`src/rtl/relay_pkg.sv`:
```
// Shared types and helpers for the relay contact models: contact FSM states and
// the 16-bit Galois LFSR used to generate contact chatter.
package relay_pkg;

    typedef enum logic [1:0] {
        OPEN         = 2'd0,
        BOUNCE_MAKE  = 2'd1,
        CLOSED       = 2'd2,
        BOUNCE_BREAK = 2'd3
    } contact_state_t;

    localparam logic [15:0] LFSR_MASK         = 16'hB400;
    localparam logic [15:0] LFSR_DEFAULT_SEED = 16'hACE1;

    // One right-shifting Galois step; the tap mask is folded in when bit 0 falls out.
    function automatic logic [15:0] lfsr_step(input logic [15:0] s);
        lfsr_step = {1'b0, s[15:1]} ^ (s[0] ? LFSR_MASK : 16'h0000);
    endfunction

    // Bit 0 of the state that lfsr_step would produce, without building the whole word.
    function automatic logic lfsr_next_lsb(input logic [15:0] s);
        lfsr_next_lsb = s[1] ^ (s[0] & LFSR_MASK[0]);
    endfunction

endpackage

```
`src/rtl/relay_contact_bounce_if.sv`:
```
// Contact bus between the relay side (tick, ideal contact) and the form-C
// contact outputs with their settle pulses.
interface relay_contact_bounce_if;
    logic tick;
    logic c;
    logic no;
    logic nc;
    logic stable;
    logic make_p;
    logic break_p;

    modport master (
        output tick, c,
        input  no, nc, stable, make_p, break_p
    );

    modport slave (
        input  tick, c,
        output no, nc, stable, make_p, break_p
    );
endinterface

```
`src/rtl/lfsr16.sv`:
```
// 16-bit Galois LFSR that steps on adv and reloads its seed on reset.
// Generic enough to drive any electromechanical chatter model.
module lfsr16
    import relay_pkg::*;
(
    input  logic        clk,
    input  logic        rst,
    input  logic        adv,
    input  logic [15:0] seed,
    output logic [15:0] q
);

    // State register: seed on reset, one Galois step per adv strobe.
    always_ff @(posedge clk) begin
        if (rst) begin
            q <= seed;
        end else if (adv) begin
            q <= lfsr_step(q);
        end else begin
            q <= q;
        end
    end

endmodule

```
`src/rtl/relay_contact_bounce.sv`:
```
// Form-C contact model: turns the relay's ideal contact into NO/NC outputs that
// chatter for a set number of ticks after each make or break, then settle.
module relay_contact_bounce
    import relay_pkg::*;
#(
    parameter int unsigned TB_MAKE   = 32'd4,
    parameter int unsigned TB_BREAK  = 32'd2,
    parameter logic [15:0] LFSR_SEED = LFSR_DEFAULT_SEED,
    parameter bit          BOUNCE_EN = 1'b1
)(
    input  logic                   clk,
    input  logic                   rst,
    relay_contact_bounce_if.slave  bus
);

    localparam int unsigned TB_MAX = (TB_MAKE > TB_BREAK) ? TB_MAKE : TB_BREAK;
    localparam int          CW     = (TB_MAX == 32'd0) ? 1 : $clog2(TB_MAX + 32'd1);

    localparam logic [CW-1:0] CTR_MAKE  = CW'(TB_MAKE);
    localparam logic [CW-1:0] CTR_BREAK = CW'(TB_BREAK);
    localparam logic [CW-1:0] CTR_ONE   = CW'(1);
    localparam logic [CW-1:0] CTR_ZERO  = CW'(0);

    // An all-zero seed would lock the LFSR, so substitute a live one.
    localparam logic [15:0] SEED_EFF = (LFSR_SEED == 16'h0000) ? 16'h0001 : LFSR_SEED;

    localparam bit MAKE_BOUNCES  = (BOUNCE_EN != 1'b0) && (TB_MAKE  != 32'd0);
    localparam bit BREAK_BOUNCES = (BOUNCE_EN != 1'b0) && (TB_BREAK != 32'd0);

    contact_state_t r_state;
    logic [CW-1:0]  r_ctr;
    logic           r_no;
    logic           r_nc;
    logic           r_stable;
    logic           r_make_p;
    logic           r_break_p;

    logic [15:0]    w_lfsr_q;
    logic           w_bouncing;
    logic           w_adv;
    logic           w_chatter;

    assign w_bouncing = (r_state == BOUNCE_MAKE) || (r_state == BOUNCE_BREAK);
    assign w_adv      = bus.tick && w_bouncing;
    assign w_chatter  = lfsr_next_lsb(w_lfsr_q);

    lfsr16 u_lfsr (
        .clk  (clk),
        .rst  (rst),
        .adv  (w_adv),
        .seed (SEED_EFF),
        .q    (w_lfsr_q)
    );

    // Contact FSM with registered outputs; a reversal of c outranks a same-cycle tick.
    always_ff @(posedge clk) begin
        if (rst) begin
            r_state   <= OPEN;
            r_ctr     <= CTR_ZERO;
            r_no      <= 1'b0;
            r_nc      <= 1'b1;
            r_stable  <= 1'b1;
            r_make_p  <= 1'b0;
            r_break_p <= 1'b0;
        end else begin
            r_make_p  <= 1'b0;
            r_break_p <= 1'b0;
            case (r_state)
                OPEN: begin
                    if (bus.c && MAKE_BOUNCES) begin
                        r_state  <= BOUNCE_MAKE;
                        r_ctr    <= CTR_MAKE;
                        r_no     <= 1'b0;
                        r_nc     <= 1'b0;
                        r_stable <= 1'b0;
                    end else if (bus.c) begin
                        r_state  <= CLOSED;
                        r_no     <= 1'b1;
                        r_nc     <= 1'b0;
                        r_stable <= 1'b1;
                        r_make_p <= 1'b1;
                    end else begin
                        r_no     <= 1'b0;
                        r_nc     <= 1'b1;
                        r_stable <= 1'b1;
                    end
                end
                BOUNCE_MAKE: begin
                    if (!bus.c && BREAK_BOUNCES) begin
                        r_state  <= BOUNCE_BREAK;
                        r_ctr    <= CTR_BREAK;
                        r_no     <= 1'b0;
                        r_nc     <= 1'b0;
                        r_stable <= 1'b0;
                    end else if (!bus.c) begin
                        r_state   <= OPEN;
                        r_ctr     <= CTR_ZERO;
                        r_no      <= 1'b0;
                        r_nc      <= 1'b1;
                        r_stable  <= 1'b1;
                        r_break_p <= 1'b1;
                    end else if (bus.tick && (r_ctr == CTR_ONE)) begin
                        r_state  <= CLOSED;
                        r_ctr    <= CTR_ZERO;
                        r_no     <= 1'b1;
                        r_stable <= 1'b1;
                        r_make_p <= 1'b1;
                    end else if (bus.tick) begin
                        r_ctr <= r_ctr - CTR_ONE;
                        r_no  <= w_chatter;
                    end else begin
                        r_ctr <= r_ctr;
                    end
                end
                CLOSED: begin
                    if (!bus.c && BREAK_BOUNCES) begin
                        r_state  <= BOUNCE_BREAK;
                        r_ctr    <= CTR_BREAK;
                        r_no     <= 1'b0;
                        r_nc     <= 1'b0;
                        r_stable <= 1'b0;
                    end else if (!bus.c) begin
                        r_state   <= OPEN;
                        r_no      <= 1'b0;
                        r_nc      <= 1'b1;
                        r_stable  <= 1'b1;
                        r_break_p <= 1'b1;
                    end else begin
                        r_no     <= 1'b1;
                        r_nc     <= 1'b0;
                        r_stable <= 1'b1;
                    end
                end
                BOUNCE_BREAK: begin
                    if (bus.c && MAKE_BOUNCES) begin
                        r_state  <= BOUNCE_MAKE;
                        r_ctr    <= CTR_MAKE;
                        r_no     <= 1'b0;
                        r_nc     <= 1'b0;
                        r_stable <= 1'b0;
                    end else if (bus.c) begin
                        r_state  <= CLOSED;
                        r_ctr    <= CTR_ZERO;
                        r_no     <= 1'b1;
                        r_nc     <= 1'b0;
                        r_stable <= 1'b1;
                        r_make_p <= 1'b1;
                    end else if (bus.tick && (r_ctr == CTR_ONE)) begin
                        r_state   <= OPEN;
                        r_ctr     <= CTR_ZERO;
                        r_nc      <= 1'b1;
                        r_stable  <= 1'b1;
                        r_break_p <= 1'b1;
                    end else if (bus.tick) begin
                        r_ctr <= r_ctr - CTR_ONE;
                        r_nc  <= w_chatter;
                    end else begin
                        r_ctr <= r_ctr;
                    end
                end
                default: begin
                    r_state  <= OPEN;
                    r_ctr    <= CTR_ZERO;
                    r_no     <= 1'b0;
                    r_nc     <= 1'b1;
                    r_stable <= 1'b1;
                end
            endcase
        end
    end

    assign bus.no      = r_no;
    assign bus.nc      = r_nc;
    assign bus.stable  = r_stable;
    assign bus.make_p  = r_make_p;
    assign bus.break_p = r_break_p;

endmodule
```
`src/flat_wrapper.sv`:
```
// flat-port wrapper written by rule: the top's interface ports become plain ports
module relay_contact_bounce_flat import relay_pkg::*;
#(
    parameter int unsigned TB_MAKE   = 32'd4,
    parameter int unsigned TB_BREAK  = 32'd2,
    parameter logic [15:0] LFSR_SEED = LFSR_DEFAULT_SEED,
    parameter bit          BOUNCE_EN = 1'b1
)
  (clk, rst, bus_tick, bus_c, bus_no, bus_nc, bus_stable, bus_make_p, bus_break_p);
  relay_contact_bounce_if bus_i ();
  input  logic clk;
  input  logic rst;
  input wire logic [$bits(bus_i.tick)-1:0] bus_tick;
  input wire logic [$bits(bus_i.c)-1:0] bus_c;
  output wire logic [$bits(bus_i.no)-1:0] bus_no;
  output wire logic [$bits(bus_i.nc)-1:0] bus_nc;
  output wire logic [$bits(bus_i.stable)-1:0] bus_stable;
  output wire logic [$bits(bus_i.make_p)-1:0] bus_make_p;
  output wire logic [$bits(bus_i.break_p)-1:0] bus_break_p;
  assign bus_i.tick = bus_tick;
  assign bus_i.c = bus_c;
  assign bus_no = bus_i.no;
  assign bus_nc = bus_i.nc;
  assign bus_stable = bus_i.stable;
  assign bus_make_p = bus_i.make_p;
  assign bus_break_p = bus_i.break_p;
  relay_contact_bounce #(.TB_MAKE(TB_MAKE), .TB_BREAK(TB_BREAK), .LFSR_SEED(LFSR_SEED), .BOUNCE_EN(BOUNCE_EN)) u_core (.clk(clk), .rst(rst), .bus(bus_i));
endmodule
```
`config.mk`:
```
export PLATFORM = sky130hd
export DESIGN_NAME = relay_contact_bounce_flat
export DESIGN_NICKNAME = d
export VERILOG_FILES = /design/src/rtl/relay_pkg.sv /design/src/rtl/relay_contact_bounce_if.sv /design/src/rtl/lfsr16.sv /design/src/rtl/relay_contact_bounce.sv /design/src/flat_wrapper.sv
export SDC_FILE = /design/constraint.sdc
export NUM_CORES = 1
export LEC_CHECK = 0
export CAP_MARGIN = 20
export CORE_UTILIZATION = 51
export CTS_CLUSTER_SIZE = 28
export DETAILED_ROUTE_END_ITERATION = 6
export PLACE_DENSITY = 0.75
export SLEW_MARGIN = 20
export SYNTH_ARGS = -nofsm -noshare
export SYNTH_HDL_FRONTEND = slang
export SYNTH_SLANG_ARGS = --single-unit
```
`constraint.sdc`:
```
create_clock -name clk -period 1.6 [get_ports clk]
set_clock_uncertainty 0.2 [all_clocks]
set_input_delay 0.32 -clock clk [delete_from_list [all_inputs] [get_ports clk]]
set_output_delay 0.32 -clock clk [all_outputs]
set_load 0.01 [all_outputs]
```
==> summary.md <==
| Metric | Value |
|---|---|
| Status | `finished with violations` |
| Violated checks | `negative setup slack` |
| First drt pass iteration count | `4` |
| Initial DRC Count | `41` |
| Row count | `17` |
| Post-synth EDFFs | `0` |
| Vias in the first global route | `1114` |
| # DRC | `0` |
| CTS Buffer Depth | `2` |
| Initial antenna violation count | `0` |
| CP arrival | `1.72 ns` |
| Die height | `52.1 um` |
| IO Pins | `9` |
| Worst Path Max Fanout | `3` |
| Initial Utilization | `55.7%` |
| Final setup viols | `5` |
| VDD IR max | `1.40 mV` |
| Clock sinks | `26` |
| CTS H-tree depth | `1` |
| Worst-Skew Late Latency | `roughly 0.33 ns` |
| Fin. Hold Viols | `0` |
| Post-Syn Instances | `154` |
| Cell Pwr Density | `about 1700 nW/um^2` |
| Mapped Nets | `165` |
| Grt met1 use | `a little under a third` |
| Synth warn | `0` |
| Worst EP required | `1.63 ns` |
| Area delta synth->final | `37.3%` |
| Final ANT Viol Nets | `0` |
| Clock buffer count from CTS | `3` |
| Top-area cell type share of the netlist area | `40.7%` |
| Number of port buffers | `8` |
| Post-synthesis register bit count | `26` |
| Global routing usage on met2 | `approximately 42%` |
| Clock Tree Root | `clkbuf_4` |
| Worst Hold Class | `reg -> reg` |
| Mapped cell area | `1280 um^2` |
| Fin crit period | `1.69 ns` |
| Most common library cells after synthesis | `32 x nand2_1, 26 x dfxtp_1, 17 x a21oi_1` |
| Vias per inst | `5.59` |
| DP Area | `1590 um^2` |
| Die X | `between 50 and 60 um` |
| DR WL/cell | `roughly 15 um` |
| Clock slew at reported path FFs | `roughly 0.15 ns` |
| Kind of critical path | `reg -> reg` |
| Final GP Congestion | `just under 0.9` |
| Ys async rst share | `0%` |
| Total Routed Length | `3170 um` |
| Register area share after synthesis | `approximately 41%` |
| CTS tree | `built` |
| Hold-fix buffers, CTS | `0` |
| Top_reg_cell synth | `dfxtp_1` |
| Finished layout cell area | `1760 um^2` |
| Final net count | `194` |
| Slew Limit Fails | `0` |
| Max Cap Viol | `0` |
| Diodes inserted | `0` |
| HPWL after detailed placement | `2190 um` |
| Post-synthesis cell type count | `32` |
| Most common cell in the synthesized netlist | `nand2_1` |
| Final worst-path cycle share | `106%` |
| Placeable Area | `2300 um^2` |
| Max Fclk | `591 MHz` |
| Cell taking the most area after synthesis | `dfxtp_1` |
| Die area | `2710 um^2` |
| Grt ovf | `0` |
| Final worst slack | `-0.0925 ns` |
| Routed via count | `1174` |
| Largest net degree at the start of global routing | `19` |
| Dominant cells by area after synthesis | `dfxtp_1 41%, nand2_1 9.4%, ha_1 6.8%` |
| CP endpoint kind | `flip-flop` |
| Headroom to the max-slew limit | `78.7%` |
| Met3 Usage GRT | `2.92%` |
| Share of layout cells above drive strength 1 | `34.1%` |
| RSZ-0062 raised after global routing | `true` |
| GR peak layer | `met2` |
| Filler Cells Inserted | `159` |
| Post-Syn Area per Cell | `8.30 um^2` |
| Total power | `2.95 mW` |
| First-pass GRT wire length | `around 4900 um` |
| Gr usage total | `24.6%` |
| Startpoint types | `flip-flop` |
| Worst Tran Pin Value | `between 0.3 and 0.4 ns` |
| Static Leak | `0.733 nW` |
[critical path: stages (launching register included)]
cell,delay (ns)
dfxtp_4,0.41
inv_4,0.05
ha_4,0.16
mux2_4,0.29
buf_4,0.14
a221oi_2,0.24
o21ai_1,0.10
[metrics by stage]
stage          utilization [%]  setup WS (ns)  cells  setup TNS (ns)  hold WS (ns)
6_report                  76.4        -0.0925    210          -0.261         0.263
3_3_place_gp              69.2         -0.448    204           -6.02         0.233
2_1_floorplan                -       -0.00256    154        -0.00256         0.232
3_5_place_dp              69.2         -0.550    204           -7.13         0.240
4_1_cts                   72.7        -0.0745    209          -0.126         0.260
5_1_grt                   76.4         -0.156    210          -0.687         0.282
[routing by layer]
metal	share of wire (%)	routed length [um]
met1	44	1390
met2	48	1530
met3	5.5	175
met4	2.5	79
met5	0	0
[path summary, 6_finish.rpt]
check | from | to | slack [ns] | cells past startpoint
min | u_core.u_lfsr.q[10]$_SDFFE_PP1P_ | u_core.u_lfsr.q[9]$_SDFFE_PP0P_ | 0.26 | 2
max | u_core.r_state[1]$_SDFFE_PP0P_ | u_core.bus.stable$_SDFF_PP1_ | -0.09 | 6
max reg2reg | u_core.r_state[1]$_SDFFE_PP0P_ | u_core.bus.stable$_SDFF_PP1_ | -0.09 | 6
min reg2reg | u_core.u_lfsr.q[10]$_SDFFE_PP1P_ | u_core.u_lfsr.q[9]$_SDFFE_PP0P_ | 0.26 | 2
[layout by cell type, fill, tap and decap left out, types with 2 or more instances in the layout]
cell type        count
a2111oi_2            2
a21oi_1             13
a21oi_2              4
a221oi_2             2
buf_4               19
buf_6                5
clkbuf_4             3
clkdlybuf4s50_1      2
dfxtp_1             22
dfxtp_2              2
dfxtp_4              2
dlygate4sd2_1        6
ha_1                 2
ha_4                 4
inv_1                5
inv_2                2
mux2i_1              2
nand2_1             31
nand2b_1             3
nand3_1              6
nor2_1              12
nor3_1               3
nor3_2               2
o211ai_1             3
xnor2_1              3
[cells by family (layout without fill, tap and decap cells)]
kind of cell / count (synthesis) / after routing / share of synthesized area, %
XOR/XNOR: 3 / 3 / 2.06
adder cells (fa/ha/maj): 7 / 7 / 6.85
flip-flops: 26 / 26 / 40.7
AND/OR/NAND/NOR: 62 / 62 / 21.1
multiplexers: 4 / 4 / 4.50
buffers and inverters: 18 / 46 / 6.07
AO/OA/AOI/OAI: 34 / 34 / 18.7
[registers in the layout, summed over array words and instances (netlist names)]
name / flops
u_core.bus.nc: 1
u_core.bus.make_p: 1
u_core.bus.no: 1
u_core.bus.break_p: 1
u_core.bus.stable: 1
u_core.u_lfsr.q: 16
u_core.r_ctr: 3
u_core.r_state: 2
[what timing repair did]
item	4_1_cts	5_1_grt
buffers inserted	1	1
gates resized for setup	15	21
gates cloned	0	0
setup endpoints to repair	13	8
endpoints found under the hold margin	0	0
pin swaps	4	5
[power breakdown]
part | total [mW] | internal (mW) | leakage [nW] | switching [mW]
clock network | 0.399 | 0.191 | 0.0261 | 0.208
logic | 1.61 | 0.802 | 0.491 | 0.808
registers | 0.939 | 0.803 | 0.215 | 0.135
total | 2.95 | 1.80 | 0.733 | 1.15
[final cells by class]
cell class,count,area (um^2),share of cell area (%)
Inverter,9,41.3,2.35
Clock buffer,4,47.5,2.71
Multi-Input combinational cell,110,810,46.1
Tap cell,28,35.0,2.00
Timing Repair Buffer,33,292,16.6
Sequential cell,26,531,30.2
(Power assumes the default switching activity.)
